<file path="src/rtl/param_leaf_router.sv">
// param_leaf_router: parametrised leaf router joining one GPU port to NUM_SPINES spine ports.
// Every ingress port has its own FIFO. GPU egress is round-robin arbitrated between the
// spine FIFO heads and the GPU loopback head. Spine egress is fed only by the GPU FIFO.
// Ports:
//   clk, reset (async, active-low)   clock and reset
//   arb_enable                       when low, no new egress loads; valid egress still drains
//   gpu_in_*                         GPU ingress flit (data, dest, valid, ready)
//   gpu_out_*                        GPU egress (data, valid, ready)
//   spine_in_*                       flattened spine ingress; port i at slice i
//   spine_out_*                      flattened spine egress (data, dest, valid, ready)
//   fifo_full, fifo_empty            input FIFO status; bit NUM_SPINES is the GPU FIFO
//   drop_count                       saturating count of misaddressed spine flits
//   current_grant                    requester index of the last GPU egress load
//   busy                             any FIFO non-empty or any egress valid
module param_leaf_router #(
    parameter int          DWIDTH     = 16,
    parameter int          FIFO_DEPTH = 8,
    parameter int          NUM_SPINES = 4,
    parameter logic [3:0]  GROUP_ID   = 4'b0101,
    parameter logic [1:0]  ROUTER_ID  = 2'd0
) (
    input  logic                                 clk,
    input  logic                                 reset,
    input  logic                                 arb_enable,
    input  logic [DWIDTH-1:0]                    gpu_in_data,
    input  logic [5:0]                           gpu_in_dest,
    input  logic                                 gpu_in_valid,
    output logic                                 gpu_in_ready,
    output logic [DWIDTH-1:0]                    gpu_out_data,
    output logic                                 gpu_out_valid,
    input  logic                                 gpu_out_ready,
    input  logic [NUM_SPINES*DWIDTH-1:0]         spine_in_data,
    input  logic [NUM_SPINES*6-1:0]              spine_in_dest,
    input  logic [NUM_SPINES-1:0]                spine_in_valid,
    output logic [NUM_SPINES-1:0]                spine_in_ready,
    output logic [NUM_SPINES*DWIDTH-1:0]         spine_out_data,
    output logic [NUM_SPINES*6-1:0]              spine_out_dest,
    output logic [NUM_SPINES-1:0]                spine_out_valid,
    input  logic [NUM_SPINES-1:0]                spine_out_ready,
    output logic [NUM_SPINES:0]                  fifo_full,
    output logic [NUM_SPINES:0]                  fifo_empty,
    output logic [15:0]                          drop_count,
    output logic [$clog2(NUM_SPINES+1)-1:0]      current_grant,
    output logic                                 busy
);
    localparam int NP = NUM_SPINES + 1;
    localparam int SW = $clog2(NUM_SPINES);
    localparam int PW = $clog2(FIFO_DEPTH);
    localparam int GW = $clog2(NUM_SPINES + 1);
    localparam int FW = DWIDTH + 6;
    localparam logic [5:0] SELF = {GROUP_ID, ROUTER_ID};
    localparam logic [PW:0] PTR_ONE = 1;

    logic [FW-1:0]         in_flit [NP];
    logic [FW-1:0]         head [NP];
    logic [NP-1:0]         push, pop, req;
    logic [NUM_SPINES-1:0] drop_vec, sload;
    logic [GW-1:0]         grant;
    logic                  gload, gpu_local;
    logic [5:0]            gdest;
    logic [SW-1:0]         gpu_tgt;
    logic [16:0]           drop_sum;

    // Flits are stored as {dest, data}; misaddressed spine flits are accepted but never written.
    always_comb begin
        for (int i = 0; i < NUM_SPINES; i++) begin
            in_flit[i]  = {spine_in_dest[i*6 +: 6], spine_in_data[i*DWIDTH +: DWIDTH]};
            push[i]     = spine_in_valid[i] && !fifo_full[i] && spine_in_dest[i*6 +: 6] == SELF;
            drop_vec[i] = spine_in_valid[i] && !fifo_full[i] && spine_in_dest[i*6 +: 6] != SELF;
        end
        in_flit[NUM_SPINES] = {gpu_in_dest, gpu_in_data};
        push[NUM_SPINES]    = gpu_in_valid && !fifo_full[NUM_SPINES];
    end

    assign gpu_in_ready   = !fifo_full[NUM_SPINES];
    assign spine_in_ready = ~fifo_full[NUM_SPINES-1:0];

    // Pointers carry one extra wrap bit so full and empty are distinguishable.
    for (genvar g = 0; g < NP; g++) begin : g_fifo
        logic [FW-1:0] mem [FIFO_DEPTH];
        logic [PW:0]   wp, rp;
        assign fifo_empty[g] = wp == rp;
        assign fifo_full[g]  = (wp[PW] != rp[PW]) && (wp[PW-1:0] == rp[PW-1:0]);
        assign head[g]       = mem[rp[PW-1:0]];
        always_ff @(posedge clk or negedge reset) begin
            if (!reset) begin
                wp <= '0;
                rp <= '0;
            end else begin
                if (push[g]) wp <= wp + PTR_ONE;
                if (pop[g])  rp <= rp + PTR_ONE;
            end
        end
        always_ff @(posedge clk) begin
            if (push[g]) mem[wp[PW-1:0]] <= in_flit[g];
        end
    end

    assign gdest     = head[NUM_SPINES][FW-1:DWIDTH];
    assign gpu_local = gdest == SELF;
    assign gpu_tgt   = gdest[SW-1:0];
    assign req       = {!fifo_empty[NUM_SPINES] && gpu_local, ~fifo_empty[NUM_SPINES-1:0]};
    assign gload     = arb_enable && (!gpu_out_valid || gpu_out_ready) && |req;

    // Round-robin: the first requester after the last grant wins.
    always_comb begin
        int idx;
        logic found;
        idx   = 0;
        found = 1'b0;
        grant = current_grant;
        for (int k = 1; k <= NP; k++) begin
            idx = int'(current_grant) + k;
            if (idx >= NP) idx = idx - NP;
            if (!found && req[idx]) begin
                grant = GW'(idx);
                found = 1'b1;
            end
        end
    end

    // A non-local GPU head waits for its target spine register; the GPU FIFO stalls meanwhile.
    always_comb begin
        for (int j = 0; j < NUM_SPINES; j++) begin
            sload[j] = arb_enable && (!spine_out_valid[j] || spine_out_ready[j]) &&
                       !fifo_empty[NUM_SPINES] && !gpu_local && gpu_tgt == SW'(j);
            pop[j]   = gload && grant == GW'(j);
        end
        pop[NUM_SPINES] = (gload && grant == GW'(NUM_SPINES)) || |sload;
    end

    assign drop_sum = {1'b0, drop_count} + 17'($countones(drop_vec));

    always_ff @(posedge clk or negedge reset) begin
        if (!reset) begin
            gpu_out_valid   <= 1'b0;
            gpu_out_data    <= '0;
            spine_out_valid <= '0;
            spine_out_data  <= '0;
            spine_out_dest  <= '0;
            drop_count      <= '0;
            current_grant   <= GW'(NUM_SPINES);
        end else begin
            if (gload) begin
                gpu_out_valid <= 1'b1;
                gpu_out_data  <= head[grant][DWIDTH-1:0];
                current_grant <= grant;
            end else if (gpu_out_ready) begin
                gpu_out_valid <= 1'b0;
            end
            for (int j = 0; j < NUM_SPINES; j++) begin
                if (sload[j]) begin
                    spine_out_valid[j]                  <= 1'b1;
                    spine_out_data[j*DWIDTH +: DWIDTH]  <= head[NUM_SPINES][DWIDTH-1:0];
                    spine_out_dest[j*6 +: 6]            <= gdest;
                end else if (spine_out_ready[j]) begin
                    spine_out_valid[j] <= 1'b0;
                end
            end
            drop_count <= drop_sum[16] ? 16'hFFFF : drop_sum[15:0];
        end
    end

    assign busy = !(&fifo_empty) || gpu_out_valid || |spine_out_valid;
endmodule

</file>
<file path="config.mk">
export PLATFORM = sky130hd
export DESIGN_NAME = param_leaf_router
export DESIGN_NICKNAME = d
export VERILOG_FILES = /design/src/rtl/param_leaf_router.sv
export SDC_FILE = /design/constraint.sdc
export NUM_CORES = 1
export LEC_CHECK = 0
export BUFFER_PORTS_ARGS = -buffer_cell sky130_fd_sc_hd__clkbuf_2
export CAP_MARGIN = 10
export CORE_ASPECT_RATIO = 0.6
export CORE_MARGIN = 4
export CORE_UTILIZATION = 35
export DETAILED_ROUTE_END_ITERATION = 10
export PLACE_DENSITY = 0.57
export SLEW_MARGIN = 20
export SYNTH_ARGS = -nofsm -noshare
export SYNTH_HDL_FRONTEND = slang
export SYNTH_SLANG_ARGS = --single-unit
</file>
<file path="constraint.sdc">
create_clock -name clk -period 4.4 [get_ports clk]
set_input_delay 0.44 -clock clk [delete_from_list [all_inputs] [get_ports clk]]
set_output_delay 0.44 -clock clk [all_outputs]
set_load 0.05 [all_outputs]
</file>
==> out/results.md, run 1 <==
• Max Clock Skew: 25.5 ps
• Switching Power: 13.4 mW
• layout filler cell count: 8833
• fin area: 41100 um^2
• global-route wire length before repair: 132 mm
• Critical Path Fanout Max: 26
• area of the core: 98200 um^2
• internal power summed over all cells: 19.1 mW
• Worst Setup End Kind: flop
• Worst Max-Slew Pin Slew: 877 ps
• Worst Hold Class: input port to flop
• Cell Pwr Density: 790 nW/um^2
• count of vias placed by the detailed router: 19500
• IO Port Bufs: 266
• share of the clock period used by the worst path: 95.8%
• cell row count: 89
• mux cell area share after synthesis: 14.2%
• fraction of power consumed by sequential logic: 31.9%
• TritonCTS clock tree: done
• effective utilization at floorplan: 35.3%
• vias per cell: 5.23
• synthesized area divided by synthesized cell count: 17.5 um^2
• root buf cell: sky130_fd_sc_hd__clkbuf_16
• maximum resistive drop on vdd: 0.000712 V
• drc violations: 0
• storage element area: 24900 um^2
• cell class contributing the biggest share of worst-path delay: compound AO/OA/AOI/OAI gates
• fraction of layout instances using a drive strength above 1: 33.4%
• dominant register cell in the synthesized netlist: sky130_fd_sc_hd__edfxtp_1
• Yosys warning count: 0
• largest family of logic cells by synthesized area: multiplexers
• final count of pins violating max slew: 0
• I/O pin count: 267
• stage delay of the slowest cell on the critical path: 490 ps
• clock edge transition at the registers on the reported setup and hold paths: 60 ps
• global placement routability congestion: 0.869
• Longest Clk Path Bufs: 3
• post-synthesis instance total: 1983
• Max H-tree Level: 3
• sequential area share after synthesis: 71.7%
• most common library cells after synthesis: 688 x sky130_fd_sc_hd__edfxtp_1, 172 x sky130_fd_sc_hd__mux4_2, 167 x sky130_fd_sc_hd__dfrtp_1
• Clk Latency, worst-skew pair: 660 ps
• first-pass detailed-route iteration total: 5
• minimum hold slack: 55.3 ps
• Die Footprint: 104000 um^2
• violation count after the first detailed-routing iteration: 1937
• netlist area before placement: 34700 um^2
• parity-gate share of the synthesized area counting xor and xnor cells: 1.59%
• Post-synth EDFFs: 688
• area overhead of the layout relative to synthesis: 18.7%
• Arrival @ worst endpoint: 4740 ps
• Total Wirelength: 90.7 mm
• nets: 2493
• DRT antenna net count: 0
• wire per inst: 24.3 um
• number of global-route vias before repair: 19300
• number of instances in the placed design: 3568
• crit-path cells: xnor2_1 -> nand4b_1 -> inv_2 -> mux2i_1 -> a22oi_2 -> a21boi_1 -> buf_4 -> nand2b_1 -> a221oi_2 -> buf_4 -> o21ai_4 -> buf_8 -> clkbuf_16 -> a211oi_4 -> a211oi_1 -> or3_1
• area fraction in and, or, nand and nor cells after synthesis: 5.86%
• area after detailed placement: 38200 um^2
• count of buffering cells on the critical path with inverters included: 5
• most common cell in the synthesized netlist: sky130_fd_sc_hd__edfxtp_1
• number of buffers created by CTS: 82
• Final TNS setup: 0 ps
• Worst path slowest cell: sky130_fd_sc_hd__dfrtp_1
• clock network fraction of total power: 21.3%
• synth unique cells: 74
• total congestion overflow after global routing: 0
• Synth async-reset ratio: 19.6%
• worst rel slew slack: 41.5%
• cell type contributing the most total cell area after synthesis: sky130_fd_sc_hd__edfxtp_1
• Die Y: 252 um
• antenna violations before repair: 13
• Synth Net Count: 2130
• library cell appearing most often on the critical path: sky130_fd_sc_hd__buf_4
• highest achievable clock rate: 0.237 GHz
• endpoints failing setup: 0
• data required time at the worst endpoint: 4920 ps
• post-synthesis compound-gate area fraction: 4.03%
• footprint of the multi-input gates: 9580 um^2
• filler-free cell count of the finished design: 3729
• count of final hold-check violations: 0
• largest net degree at the start of global routing: 100
• max_cap viols: 0
• sw frac: 41.2%
• aggregate global-route resource usage: 17.0%
• flop and latch count out of synthesis: 856
• startpoint type of the worst setup path: flop
• leading post-synthesis cells by cell area: sky130_fd_sc_hd__edfxtp_1 60%, sky130_fd_sc_hd__dfrtp_1 12%, sky130_fd_sc_hd__mux4_2 11%
• count of clock tree sinks: 856
• width of the die: 414 um
• share of power burned in combinational logic: 46.8%
• leakage power: 14.6 nW
• adder-cell share of the synthesized area: 0.931%
• DP Wirelength: 61.1 mm
• result of the run: finished clean
• classification of the worst setup path: flop to flop
• area share of the largest cell type after synthesis: 59.6%
• shortest period the worst path allows: 4220 ps
[worst register-to-register path, delay by kind of cell (launching register included)]
kind	cells	cell delay, ps
muxes	1	140
xor gates and xnor gates	1	250
buffers and inverters	5	1100
DFF	1	490
and+or+nand+nor	3	890
AOI/OAI and AO/OA	6	1210
[state kept, by name (all words and copies together), names as in the netlist]
signal / cells
g_fifo.mem: 688
spine_out_data: 64
spine_out_dest: 24
g_fifo.rp: 20
g_fifo.wp: 20
drop_count: 16
gpu_out_data: 16
spine_out_valid: 4
current_grant: 3
gpu_out_valid: 1
[layer usage]
metal  share of wire (%)  up-vias  GRT usage, %
met4                 2.3       16          4.62
li1                    -     8478             -
met1                  46    10300          25.0
met5                0.12        -             0
met3                 6.9      138          4.50
met2                  45      608          25.1
[power groups by stage]
stage | Sequential [mW] | Combinational, mW | Clock, mW
after floorplan | 12.0 | 7.69 | 0
after global placement | 10.5 | 14.1 | 0
after detailed placement | 10.5 | 14.2 | 0
after CTS | 10.4 | 14.4 | 7.12
after global routing | 10.5 | 16.2 | 7.47
final | 10.4 | 15.2 | 6.92
[layout make-up]
type,instances,area share [%]
timing repair buffer,383,5.52
tap,1319,4.01
multi-input combinational,988,23.3
clock inverter,36,0.913
sequential,856,60.5
antenna,2,0.0122
inverter,35,0.341
clock buffer,110,5.42
[kinds of logic after synthesis]
kind of cell / count (synthesis)
AO/OA/AOI/OAI: 225
XOR/XNOR: 63
adder cells (fa/ha/maj): 24
buffers and inverters: 139
flip-flops: 856
multiplexers: 270
AND/OR/NAND/NOR: 406
[final timing paths]
kind	from	endpoint	slack, ps	cells past startpoint
min in group asynchronous	reset	drop_count[5]	430	2
worst min-delay path	spine_in_data[55]	g_fifo[3].mem[0][7]	60	1
worst max-delay path	g_fifo[1].wp[2]	gpu_out_data[7]	180	16
worst max register to register	g_fifo[1].wp[2]	gpu_out_data[7]	180	16
worst min register to register	spine_out_dest[6]	spine_out_dest[6]	470	1
max in group asynchronous	reset	spine_out_data[56]	2870	3
[layout by cell type (no fill, tap or decap), types with 21 or more instances in the layout]
cell	synthesis	routed
sky130_fd_sc_hd__o21ai_0	54	52
sky130_fd_sc_hd__clkbuf_1	65	22
sky130_fd_sc_hd__or3_1	25	25
sky130_fd_sc_hd__a211oi_1	35	21
sky130_fd_sc_hd__edfxtp_1	688	688
sky130_fd_sc_hd__nand2_1	95	95
sky130_fd_sc_hd__nand3_1	22	21
sky130_fd_sc_hd__mux2_2	50	49
sky130_fd_sc_hd__nand2b_1	28	28
sky130_fd_sc_hd__mux2i_1	46	44
sky130_fd_sc_hd__dfrtp_1	167	159
sky130_fd_sc_hd__nor2b_1	30	30
sky130_fd_sc_hd__clkbuf_16	0	85
sky130_fd_sc_hd__mux4_2	172	172
sky130_fd_sc_hd__a21oi_1	75	68
sky130_fd_sc_hd__clkbuf_2	0	265
sky130_fd_sc_hd__inv_1	34	30
sky130_fd_sc_hd__buf_4	1	111
sky130_fd_sc_hd__xnor2_1	21	21
sky130_fd_sc_hd__nor2_1	117	110
sky130_fd_sc_hd__xor2_1	42	42
[repair_timing]
| action | in CTS | in global routing |
|---|---|---|
| hold buffers | 2 | 0 |
| buffers inserted | 0 | 10 |
| resized for setup | 8 | 39 |
| hold endpoints to repair | 97 | 0 |
| gates cloned | 0 | 1 |
| pin swaps | 0 | 2 |
| endpoints found under the setup margin | 11 | 43 |
[metrics by stage]
stage                     setup WS (ps)  total power, mW  utilization (%)
after CTS                         0.589             31.9             41.6
after floorplan                   -36.4             19.7                -
after global placement             -166             24.6             38.9
final                               184             32.5             41.9
after global routing              -1.45             34.2             41.9
after detailed placement           -157             24.7             38.9
(Power assumes the default switching activity.)
==> run 2, diff against run 1 <==
--- a/config.mk
+++ b/config.mk
@@ -6,12 +6,12 @@
 export NUM_CORES = 1
 export LEC_CHECK = 0
 export BUFFER_PORTS_ARGS = -buffer_cell sky130_fd_sc_hd__clkbuf_2
-export CAP_MARGIN = 10
+export CAP_MARGIN = 20
 export CORE_ASPECT_RATIO = 0.6
 export CORE_MARGIN = 4
-export CORE_UTILIZATION = 35
+export CORE_UTILIZATION = 50
 export DETAILED_ROUTE_END_ITERATION = 10
-export PLACE_DENSITY = 0.57
+export PLACE_DENSITY = 0.75
 export SLEW_MARGIN = 20
 export SYNTH_ARGS = -nofsm -noshare
 export SYNTH_HDL_FRONTEND = slang
==> out/results.md, run 2 (synthesis gave the netlist of run 1 again) <==
• classification of the worst setup path: flop to flop
• DRT antenna net count: 0
• count of vias placed by the detailed router: 19600
• startpoint type of the worst setup path: flop
• worst rel slew slack: 37.3%
• area overhead of the layout relative to synthesis: 16.6%
• cells on worst reg2reg path: 14
• Arrival @ worst endpoint: 4860 ps
• beginning of the critical path: current_grant[2]
• global-route wire length before repair: 128 mm
• most common library cell in the layout ignoring fill and taps: sky130_fd_sc_hd__edfxtp_1
• total design power: 31.6 mW
• share of the clock period used by the worst path: 98.8%
• max reg flops: 688
• Cell Pwr Density: 782 nW/um^2
• TritonCTS clock tree: done
• drc violations: 0
• violation count after the first detailed-routing iteration: 2183
• I/O pin count: 267
• Worst Max-Slew Pin Slew: 936 ps
• most congested layer reported by global routing: met1
• area of the core: 68300 um^2
• Clk Latency, worst-skew pair: 640 ps
• result of the run: finished clean
• Max Clock Skew: 26.5 ps
• reg-to-reg startpoint: current_grant[2]
• endpoints failing setup: 0
• number of buffers created by CTS: 78
• IO Port Bufs: 266
• Critical Path Fanout Max: 57
• register-to-register setup slack: 50 ps
• clock edge transition at the registers on the reported setup and hold paths: 60 ps
• Worst Setup End Kind: flop
• minimum hold slack: 80.3 ps
• total congestion overflow after global routing: 0
• met2 layer usage reported by global route: 34.7%
• DP Wirelength: 58.7 mm
• Worst Hold Class: input port to flop
• vias per cell: 5.90
• largest net degree at the start of global routing: 101
• global placement routability congestion: 0.911
• most frequent cells in the layout: 688 x sky130_fd_sc_hd__edfxtp_1, 265 x sky130_fd_sc_hd__clkbuf_2, 172 x sky130_fd_sc_hd__mux4_2
• wire per inst: 26.1 um
• effective utilization at floorplan: 50.7%
• highest achievable clock rate: 0.230 GHz
• number of global-route vias before repair: 19200
• count of clock tree sinks: 856
• Critical Path End: gpu_out_data[9]
• root buf cell: sky130_fd_sc_hd__clkbuf_16
• first-pass detailed-route iteration total: 5
• Total Wirelength: 86.6 mm
• aggregate global-route resource usage: 23.7%
• leakage power: 14.6 nW
• Max H-tree Level: 3
• Die Y: 212 um
• antenna violations before repair: 15
• met1 Use GR: 35.4%
• Longest Clk Path Bufs: 3
• maximum resistive drop on vdd: 0.00102 V
• width of the die: 348 um
• global-route met3 utilization: 7.60%
• shortest period the worst path allows: 4350 ps
• fraction of layout instances using a drive strength above 1: 32.2%
• max_cap viols: 0
• RR Endpoint: gpu_out_data[9]
• nets: 2482
• data required time at the worst endpoint: 4910 ps
• Die Footprint: 73700 um^2
• final count of pins violating max slew: 0
• count of final hold-check violations: 0
• cell row count: 74
## run 2: changes by cell type in the layout (fill, tap and decap cells not counted), moves of 3 or more
cell	change
sky130_fd_sc_hd__a211oi_1	+9
sky130_fd_sc_hd__a211oi_2	-7
sky130_fd_sc_hd__a21oi_1	+5
sky130_fd_sc_hd__a21oi_2	-5
sky130_fd_sc_hd__buf_12	+4
sky130_fd_sc_hd__buf_4	-7
sky130_fd_sc_hd__clkbuf_1	-3
sky130_fd_sc_hd__clkbuf_8	+3
sky130_fd_sc_hd__inv_1	+3
sky130_fd_sc_hd__inv_6	-3
## run 2: metrics by stage
stage                     instances  utilization, %  setup TNS, ps  worst slack [ps]  cell area, um^2
after detailed placement       3160            55.2              0              80.3            37700
after global placement         3160            55.2              0              83.8            37700
after floorplan                1983               -          -36.4             -36.4            34800
after global routing           3313            59.1           -210             -45.0            40400
after CTS                      3306            59.0              0              44.7            40300
final                          3314            59.1              0              53.8            40400
## run 2: what timing repair did
item | in CTS | in global routing
hold buffers | 2 | 0
hold endpoints to repair | 68 | 0
setup buffers | 0 | 5
setup endpoints to repair | 0 | 27
gates resized for setup | 0 | 11
## run 2: final cells by class
cell class	count	area [um^2]
fill	5033	27900
sequential	856	24900
tap	912	1140
multi-input combinational	988	9450
clock inverter	35	327
timing repair buffer	376	2220
antenna	3	7.51
inverter	35	136
clock buffer	109	2260
## run 2: per-layer routing
metal	wire length (um)	vias to the layer above
met4	1510	16
li1	-	8458
met3	9040	124
met5	115	-
met1	37000	10100
met2	39000	885
## run 2: how the worst min path moves through the flow
stage,start,endpoint,depth (start not counted),slack [ps]
4_1_cts,gpu_in_data[9],g_fifo[4].mem[0][9],1,40
6_report,gpu_in_data[9],g_fifo[4].mem[0][9],1,80
3_3_place_gp,spine_out_dest[18],spine_out_dest[18],1,450
3_5_place_dp,spine_out_dest[13],spine_out_dest[13],1,460
2_1_floorplan,reset,current_grant[0],0,140
5_1_grt,spine_in_data[59],g_fifo[3].mem[2][11],1,70
## run 2: worst max-delay path: stages (launching register included)
cell                        delay (ps)
sky130_fd_sc_hd__dfstp_2           560
sky130_fd_sc_hd__inv_6              60
sky130_fd_sc_hd__ha_2              210
sky130_fd_sc_hd__a2111oi_1         600
sky130_fd_sc_hd__nor3_1             90
sky130_fd_sc_hd__or3_1             440
sky130_fd_sc_hd__a22oi_2           310
sky130_fd_sc_hd__a21bo_2           300
sky130_fd_sc_hd__nor4b_2           390
sky130_fd_sc_hd__nand2_1           180
sky130_fd_sc_hd__o21ai_4           120
sky130_fd_sc_hd__buf_12            270
sky130_fd_sc_hd__buf_4             230
sky130_fd_sc_hd__a211oi_1          100
sky130_fd_sc_hd__or3_1             370
## run 2: power by group
part	switching (mW)	internal (mW)	total [mW]
sequential	0.714	9.72	10.4
clock	2.93	3.90	6.84
combinational	9.26	5.09	14.3
total	12.9	18.7	31.6
